--- src/rtl/edib_m2_manchester_tx.sv ---
// rtl/edib_m2_manchester_tx.sv - EDIB M2 Manchester transmitter: sync + 16 data bits MSB first, complementary line pair.
// Define EDIB_M2_TX_PARITY_EN to append an odd-parity bit after the data LSB.
`timescale 1ns/1ps
module edib_m2_manchester_tx #(
  parameter int HALF_DIV = 6,
  parameter int GAP_BITS = 4
) (
  input  logic        clk_12m,
  input  logic        reset,
  input  logic        enable,
  input  logic [15:0] tx_data,
  input  logic        tx_cmd,
  input  logic        tx_valid,
  output logic        tx_ready,
  output logic        tx_p,
  output logic        tx_n,
  output logic        tx_busy,
  output logic        tx_done
);

  localparam int HCW = (HALF_DIV > 2) ? $clog2(HALF_DIV) : 1;
  localparam logic [HCW-1:0] HALF_LAST = HCW'(HALF_DIV - 1);
  localparam logic [4:0]     GAP_LAST  = 5'(2 * GAP_BITS - 1);

  typedef enum logic [2:0] {S_IDLE, S_SYNC, S_DATA, S_PARITY, S_GAP} state_t;

  state_t         r_state, w_state_nx;
  logic [HCW-1:0] r_half_cnt, w_half_nx;
  logic [4:0]     r_bit_cnt, w_bit_nx;
  logic           r_second, w_second_nx;
  logic [15:0]    r_data, w_data_nx;
  logic           r_cmd, w_cmd_nx;
  logic           r_ready, r_p, r_n, r_busy, r_done;
  logic           w_hs, w_tick, w_line_nx, w_drive_nx;
`ifdef EDIB_M2_TX_PARITY_EN
  logic           r_par;
`endif

  assign w_hs   = tx_valid & r_ready;
  assign w_tick = (r_half_cnt == HALF_LAST);

  // In SYNC and GAP the bit counter counts half-bits; in DATA it counts bits.
  always_comb begin
    w_state_nx  = r_state;
    w_bit_nx    = r_bit_cnt;
    w_second_nx = r_second;
    w_data_nx   = r_data;
    w_cmd_nx    = r_cmd;
    w_half_nx   = (r_state == S_IDLE || w_tick) ? '0 : r_half_cnt + 1'b1;
    case (r_state)
      S_IDLE: begin
        if (w_hs) begin
          w_state_nx  = S_SYNC;
          w_bit_nx    = '0;
          w_second_nx = 1'b0;
          w_data_nx   = tx_data;
          w_cmd_nx    = tx_cmd;
        end
      end
      S_SYNC: begin
        if (w_tick) begin
          if (r_bit_cnt == 5'd5) begin
            w_state_nx = S_DATA;
            w_bit_nx   = '0;
          end else begin
            w_bit_nx = r_bit_cnt + 5'd1;
          end
        end
      end
      S_DATA: begin
        if (w_tick) begin
          w_second_nx = ~r_second;
          if (r_second) begin
            w_data_nx = {r_data[14:0], 1'b0};
            if (r_bit_cnt == 5'd15) begin
`ifdef EDIB_M2_TX_PARITY_EN
              w_state_nx = S_PARITY;
`else
              w_state_nx = S_GAP;
`endif
              w_bit_nx = '0;
            end else begin
              w_bit_nx = r_bit_cnt + 5'd1;
            end
          end
        end
      end
`ifdef EDIB_M2_TX_PARITY_EN
      S_PARITY: begin
        if (w_tick) begin
          w_second_nx = ~r_second;
          if (r_second) begin
            w_state_nx = S_GAP;
            w_bit_nx   = '0;
          end
        end
      end
`endif
      S_GAP: begin
        if (w_tick) begin
          if (r_bit_cnt == GAP_LAST) begin
            w_state_nx = S_IDLE;
            w_bit_nx   = '0;
          end else begin
            w_bit_nx = r_bit_cnt + 5'd1;
          end
        end
      end
      default: w_state_nx = S_IDLE;
    endcase
  end

  // Line level is derived from the next state so the first sync half-bit follows the handshake directly.
  always_comb begin
    w_line_nx  = 1'b0;
    w_drive_nx = 1'b0;
    case (w_state_nx)
      S_SYNC: begin
        w_drive_nx = 1'b1;
        w_line_nx  = w_cmd_nx ? (w_bit_nx < 5'd3) : (w_bit_nx >= 5'd3);
      end
      S_DATA: begin
        w_drive_nx = 1'b1;
        w_line_nx  = w_data_nx[15] ^ w_second_nx;
      end
`ifdef EDIB_M2_TX_PARITY_EN
      S_PARITY: begin
        w_drive_nx = 1'b1;
        w_line_nx  = r_par ^ w_second_nx;
      end
`endif
      default: begin
        w_drive_nx = 1'b0;
        w_line_nx  = 1'b0;
      end
    endcase
  end

  always_ff @(posedge clk_12m or negedge reset) begin
    if (!reset) begin
      r_state    <= S_IDLE;
      r_half_cnt <= '0;
      r_bit_cnt  <= '0;
      r_second   <= 1'b0;
      r_data     <= '0;
      r_cmd      <= 1'b0;
      r_ready    <= 1'b0;
      r_p        <= 1'b0;
      r_n        <= 1'b0;
      r_busy     <= 1'b0;
      r_done     <= 1'b0;
    end else begin
      r_state    <= w_state_nx;
      r_half_cnt <= w_half_nx;
      r_bit_cnt  <= w_bit_nx;
      r_second   <= w_second_nx;
      r_data     <= w_data_nx;
      r_cmd      <= w_cmd_nx;
      r_ready    <= enable && (w_state_nx == S_IDLE);
      r_p        <= w_drive_nx & w_line_nx;
      r_n        <= w_drive_nx & ~w_line_nx;
      r_busy     <= (w_state_nx != S_IDLE);
      r_done     <= (w_state_nx == S_GAP) && (r_state != S_GAP);
    end
  end

`ifdef EDIB_M2_TX_PARITY_EN
  always_ff @(posedge clk_12m or negedge reset) begin
    if (!reset) begin
      r_par <= 1'b0;
    end else if (w_hs) begin
      r_par <= ~^tx_data;
    end
  end
`endif

  assign tx_ready = r_ready;
  assign tx_p     = r_p;
  assign tx_n     = r_n;
  assign tx_busy  = r_busy;
  assign tx_done  = r_done;

endmodule
--- config.mk ---
export PLATFORM = sky130hd
export DESIGN_NAME = edib_m2_manchester_tx
export DESIGN_NICKNAME = d
export VERILOG_FILES = /design/src/rtl/edib_m2_manchester_tx.sv
export SDC_FILE = /design/constraint.sdc
export NUM_CORES = 1
export LEC_CHECK = 0
export CAP_MARGIN = 20
export CORE_MARGIN = 1.5
export CORE_UTILIZATION = 46
export CTS_CLUSTER_SIZE = 30
export DETAILED_ROUTE_END_ITERATION = 6
export HOLD_SLACK_MARGIN = 0.15
export MAX_ROUTING_LAYER = met4
export PLACE_DENSITY = 0.66
export SETUP_SLACK_MARGIN = 0.05
export SLEW_MARGIN = 10
export SYNTH_ARGS = -nofsm -noshare
export SYNTH_HDL_FRONTEND = slang
export SYNTH_SLANG_ARGS = --single-unit
--- constraint.sdc ---
create_clock -name clk_12m -period 2.94 [get_ports clk_12m]
set_input_delay 0.588 -clock clk_12m [delete_from_list [all_inputs] [get_ports clk_12m]]
set_output_delay 0.588 -clock clk_12m [all_outputs]
set_load 0.02 [all_outputs]
# ---- After elaboration in Yosys (flattened, before gate mapping)
# Cells that the tools add are included.
dict set report totals {
  elab_cells 76
  regBits 34
  inputBits 21
  output_inout_bits 5
}
dict set report op_classes {
  reduce_logical 9
  bitwise 6
  n_lt_le_gt_ge 2
  addsub 2
  n_mux 31
  eq_ne 14
}
# op n
set op_table {}
lappend op_table {{16-bit 2-to-1 mux} 3}
lappend op_table {{5-bit 2-to-1 mux} 8}
lappend op_table {{16-bit one-hot mux with 2 select lines} 1}
lappend op_table {{3-bit 2-to-1 mux} 9}
lappend op_table {{5-bit one-hot mux with 4 select lines} 1}
lappend op_table {{3-bit one-hot mux with 4 select lines} 1}
lappend op_table {{5-bit by 3-bit equality test with 1-bit output, second input constant} 2}
lappend op_table {{3-bit equality test, second input constant} 3}
lappend op_table {{3-bit by 1-bit equality test with 1-bit output, second input constant} 2}
lappend op_table {{3-bit by 2-bit equality test with 1-bit output, second input constant} 2}
lappend op_table {{3-bit zero test} 2}
lappend op_table {{1-bit 2-to-1 mux} 6}
lappend op_table {{2-bit != test, second input constant} 3}
lappend op_table {{5-bit by 1-bit adder with 5-bit output, second input constant} 1}
lappend op_table {{5-bit by 4-bit equality test with 1-bit output, second input constant} 1}
lappend op_table {{5-bit by 2-bit >= comparator with 1-bit output, second input constant} 1}
lappend op_table {{5-bit by 2-bit less-than comparator with 1-bit output, second input constant} 1}
lappend op_table {{1-bit one-hot mux with 2 select lines} 2}
lappend op_table {{4-bit AND reduction} 1}
lappend op_table {{3-bit by 1-bit adder with 3-bit output, second input constant} 1}
lappend op_table {{1-bit AND} 3}
lappend op_table {{3-bit != test, second input constant} 1}
lappend op_table {{3-bit nonzero test} 1}
lappend op_table {{1-bit logical AND} 2}
lappend op_table {{other kinds (5)} 6}

# ---- Logic depth before layout (Yosys ltp)
dict set report logic_depth {
  depth_word 10
  ltp_mapped 11
  mapped_depth_nobuf 11
}

# ---- Worst setup path before layout
# No wires, ideal clock.
dict set report synth_path {
  kind {reg-to-reg}
  startpoint {reg r_half_cnt[1]}
  endpoint {reg r_n (netlist: tx_n)}
  path_stages_with_launch 11
  required_ns 2.820
  period_less_slack_ns 2.393
  setup_ns 0.120
  slack_ns 0.547
  n_path_buf 1
  arrival_ns 2.273
  cell_sequence {dfrtp_1 > inv_1 > ha_1 > clkbuf_1 > and3_1 > a22oi_2 > o31a_1 > o211a_1 > nor4bb_4 > mux2_1 > o211a_1}
}
dict set report synth_via {
  elab_chain_len 8
  elab_cells_between_ends 24
  classes_between {order compare (2); eq/ne (3); mux (15); bitwise (3); reduce/logical (1)}
}
# item line
set synth_lines {}
lappend synth_lines {{start: declaration} 28} ;# logic [HCW-1:0] r_half_cnt, w_half_nx;
lappend synth_lines {{start signal: assignment} 154} ;# r_half_cnt <= w_half_nx;
lappend synth_lines {{3-bit equality test *} 40} ;# assign w_tick = (r_half_cnt == HALF_LAST);
lappend synth_lines {{5-bit 2-to-1 mux (on tied branches)} {100, 61, 71}}
lappend synth_lines {{5-bit one-hot mux with 4 select lines *} 50} ;# case (r_state)
lappend synth_lines {{via w_bit_nx[4]} 29} ;# logic [4:0] r_bit_cnt, w_bit_nx;
lappend synth_lines {{5-bit by 2-bit >= comparator with 1-bit output / 5-bit by 2-bit less-than comparator with 1-bit output (equally long branches)} 120} ;# w_line_nx = w_cmd_nx ? (w_bit_nx < 5'd3) : (w_bit_nx >= 5'd3);
lappend synth_lines {{1-bit 2-to-1 mux *} 120}
lappend synth_lines {{1-bit one-hot mux with 2 select lines *} 117} ;# case (w_state_nx)
lappend synth_lines {{1-bit inverter *} 161} ;# r_n <= w_drive_nx & ~w_line_nx;
lappend synth_lines {{1-bit AND *} 161}
lappend synth_lines {{end signal: assignment} 161}
lappend synth_lines {{end: declaration} 33} ;# logic r_ready, r_p, r_n, r_busy, r_done;
# The timed path passes the listed nets; every way through them passes the cells marked *. The select of a mux whose other input is x is not followed.
# A chain may end at the register's enable or synchronous reset.

# ---- Worst setup path after layout
dict set report layout_path {
  startpoint {reg r_bit_cnt[0]}
  endpoint {reg r_n (netlist: tx_n)}
}
dict set report layout_via {
  elab_chain_len 10
  elab_cells_between_ends 31
  classes_between {add/sub (1); order compare (2); eq/ne (5); mux (20); bitwise (2); reduce/logical (1)}
}
# item line
set layout_lines {}
lappend layout_lines {{start: declaration} 29}
lappend layout_lines {{start signal: assignment} 155} ;# r_bit_cnt <= w_bit_nx;
lappend layout_lines {{5-bit by 1-bit adder with 5-bit output / 5-bit by 4-bit equality test with 1-bit output (equally long branches)} -}
lappend layout_lines {{5-bit 2-to-1 mux} 75} ;# if (r_bit_cnt == 5'd15) begin
lappend layout_lines {{5-bit 2-to-1 mux} 73} ;# if (r_second) begin
lappend layout_lines {{5-bit 2-to-1 mux} 71} ;# if (w_tick) begin
lappend layout_lines {{5-bit one-hot mux with 4 select lines} 50}
lappend layout_lines {{5-bit by 2-bit >= comparator with 1-bit output / 5-bit by 2-bit less-than comparator with 1-bit output (equally long branches)} 120}
lappend layout_lines {{1-bit 2-to-1 mux} 120}
lappend layout_lines {{1-bit one-hot mux with 2 select lines} 117}
lappend layout_lines {{1-bit inverter} 161}
lappend layout_lines {{1-bit AND *} 161}
# Mark *: on every way between the ends. The rest lies on a longest branch, timed or not.

==> summary by stage <==
Worst setup path
The startpoint type of the worst setup path is a flop. The critical path buffer and inverter count is 1. The highest net fanout along the worst path is 8. The type of the worst setup path is reg -> reg. The cell family with the largest share of critical-path delay is compound AO/OA/AOI/OAI gates.

The endpoint required time on the critical path is 3.11 ns. The signal on the critical path passes through ha_1 -> nand3_1 -> inv_1 -> ha_1 -> a31oi_1 -> o211ai_1 -> o211ai_1 -> o21ai_0 -> nand4_1 -> mux2_1 -> o211a_1. The longest individual stage delay on the worst path is 0.50 ns. The slowest stage of the critical path is the dfrtp_1 cell. The endpoint kind of the worst setup timing path is a flop.

At the worst endpoint, the arrival time is 2.78 ns.

Detailed routing
The via density per instance is 5.81. For this block, the routed nets add up to 4.21 mm of wire. After detailed routing, the number of remaining DRC violations is 0. The first TritonRoute pass finished after 4 iterations. The first routing iteration left 184 violations. The routed layout has 1,564 vias.

The count of nets left with antenna violations once routing finished came out at 0. After detailed routing, the average wire length per cell comes to 15.6 um.

Synth
Summing every instance area after synthesis gives 1870 um^2. The number of nets in the synthesized netlist is 219. The sequential share of the synthesized area is 45.5%. Each instance of the synthesized netlist takes up on average 9.75 um^2. The count of synthesis-stage warnings from yosys is 0. The gate count after technology mapping is 192. The most used flip-flop cell after synthesis is dfrtp_1.

Yosys mapped a number of flops with a built-in enable equal to 0. In the synthesized netlist the async set-or-reset flop fraction comes to 100%. The distinct cell type count of the synthesized netlist is 49. The count of state elements after synthesis is 34.

Global routing
The number of global-route vias before repair is 1,405. Entering global routing, the biggest net connects 35 pins. The initial antenna violation count was 0. Global routing consumed, over all layers together, 20.5% of the routing resources.

After global routing the overflow that remains totals 0. The first global-routing pass estimated 6.56 mm of wire.

Final layout
In the layout the commonest cells are 37 x nand2_1, 34 x dfrtp_1, 25 x clkdlybuf4s50_1. The cell area after layout is 2310 um^2. The filler cells instantiated in the layout total 321. Compared with the post-synthesis result, the final layout area differs by 23.4%. 0 antenna diodes ended up in the layout. The post-route netlist has 11.4% of its cells at a drive strength greater than 1. The total area of multi-input combinational cells is 936 um^2. The final-stage net count is 245. Leaving out fill and tap cells, the most frequent cell in the layout is nand2_1. Registers take 851 um^2. The finished layout holds 269 standard cells, fillers aside.

Floorplan
During I/O placement, the number of pins put on the boundary was 26. The placement row count is 23. The floorplan step set the die height to 66.8 um. The area of the core region is 3940 um^2. For this configuration, the core starts out at a cell density of 47.5%.

The floorplan step set the die width to 66.8 um. The die covers 4460 um^2.

STA
In the finished design, the share of the clock period the worst path needs comes to 88.9%. In the post-route analysis, the smallest setup slack over all paths is 0.326 ns. On the final layout, the worst clock skew is 0.00744 ns. The post-route minimum period is 2.61 ns.

For the final routed database, the setup TNS stands at 0 ns. Timing would allow up to 0.383 GHz. Setup repair after global routing left no endpoint under its margin. The tightest slew margin relative to the limit is 69.1%.

For the pin with the worst max-slew slack, the measured transition is 0.461 ns. Setup violations remaining at the end of the flow were counted as 0. The hold violation count in the final report is 0. The max-slew violation total from the final report is 0.

Clocking
The H-tree was split into 2 levels. Gates resized during post-CTS repair numbered 0. In this run, post-CTS hold repair placed 0 buffers. The root buffer cell chosen for the clock tree is clkbuf_8.

The clock net in this run drives a total of 34 sinks. The maximum number of buffers from clock root to sink is 2. The TritonCTS clock tree is yes.

The count of buffers added by post-CTS timing repair for setup is 0. The clock network latency to the later pin of the worst-skew pair is 0.28 ns. The number of buffers created by CTS is 5. Clock-pin slew was measured on the worst setup and hold paths at 0.07 ns.

Place
The sum of net half-perimeters after detailed placement is 2.93 mm. The worst setup slack after placement is 0.267 ns. Routability-driven placement finished with a final weighted congestion of 0.870. The cell total after placement is 261. The number of buffer cells added on primary ports is 25. The cell area reported after detailed placement is 2170 um^2.

Hold path
The path type of the worst min-delay path is reg -> reg.

Power and ir drop
The power density over the cells is 929 nW/um^2. In this run the static leakage power is 0.00105 uW. Power comes to 2150 uW. The peak ir drop on the vdd network is 440 uV.

Status
The flow ran to the end, and the final reports show no timing, DRC or antenna violations.

Job
The tool flagged a number of max-cap violations equal to 0.
-- layer usage --
layer	share of wire [%]	GRT usage, %	vias to the layer above
li1	-	-	741
met1	44	25.7	759
met2	48	32.1	54
met3	5.9	5.07	10
met4	1.9	8.16	0
met5	0	-	-
-- worst reg2reg max path, cell delays in order, from the launching register on --
cell and delay (ns):
dfrtp_1 0.50, ha_1 0.27, nand3_1 0.13, inv_1 0.10, ha_1 0.23, a31oi_1 0.07
o211ai_1 0.19, o211ai_1 0.15, o21ai_0 0.28, nand4_1 0.13, mux2_1 0.33, o211a_1 0.13
-- through the flow --
stage | utilization [%] | hold WS (ns)
floorplan | - | 0.292
global placement | 55.0 | 0.445
detailed placement | 55.0 | 0.459
CTS | 58.6 | 0.469
global route | 58.6 | 0.495
finish | 58.6 | 0.470
-- cells by family (layout without fill, tap and decap cells) --
kind of cell	after synthesis	count (layout)	synth area share [%]
multiplexers	3	3	1.67
AO/OA/AOI/OAI	47	47	19.5
buffers and inverters	19	46	4.55
AND/OR/NAND/NOR	82	82	24.3
flip-flops	34	34	45.5
XOR/XNOR	1	1	0.468
adder cells (fa/ha/maj)	6	6	4.01
-- sequential cells by signal, summed over array words and instances, names as in the netlist --
signal	cells
tx_busy	1
tx_done	1
r_second	1
r_half_cnt	3
tx_ready	1
tx_n	1
r_state	3
tx_p	1
r_bit_cnt	5
r_data	16
r_cmd	1
-- cell usage after synthesis, drive strengths merged, types with 3 or more instances --
master	count	share of area, %
a21oi	5	1.3
inv	8	1.6
ha	6	4.0
nand2	37	7.4
nand4	3	1.0
and2	3	1.0
nor2	12	2.5
clkbuf	6	1.2
a21o	3	1.3
nand3b	4	1.6
o21ai	3	0.80
nor3b	3	1.8
or3	3	1.0
o211ai	3	1.2
dfrtp	34	45
a22oi	19	8.2
nand3	4	1.1
buf	5	1.7
-- area by class of cell --
class / instances / share of cell area (%)
Multi-Input combinational cell: 139 / 40.5
Sequential cell: 34 / 36.8
Timing Repair Buffer: 30 / 12.5
Clock buffer: 6 / 3.58
Tap cell: 50 / 2.71
Clock inverter: 2 / 2.60
Inverter: 8 / 1.30
-- path summary, 6_finish.rpt --
path / depth (start not counted) / slack (ns) / startpoint / end
max in group asynchronous: 2 / 1.92 / reset / tx_n$_DFF_PN0_
hold / removal: 1 / 0.47 / r_half_cnt[0]$_DFF_PN0_ / r_half_cnt[0]$_DFF_PN0_
min in group asynchronous: 2 / 0.70 / reset / r_state[2]$_DFF_PN0_
setup reg to reg: 11 / 0.33 / r_bit_cnt[0]$_DFF_PN0_ / tx_n$_DFF_PN0_
setup / recovery: 11 / 0.33 / r_bit_cnt[0]$_DFF_PN0_ / tx_n$_DFF_PN0_
hold reg to reg: 1 / 0.47 / r_half_cnt[0]$_DFF_PN0_ / r_half_cnt[0]$_DFF_PN0_
-- report_power, final --
part           total [uW]  internal (uW)  switching (uW)
sequential            845            662             183
combinational         770            364             406
clock                 532            362             170
(Power assumes the default switching activity.)
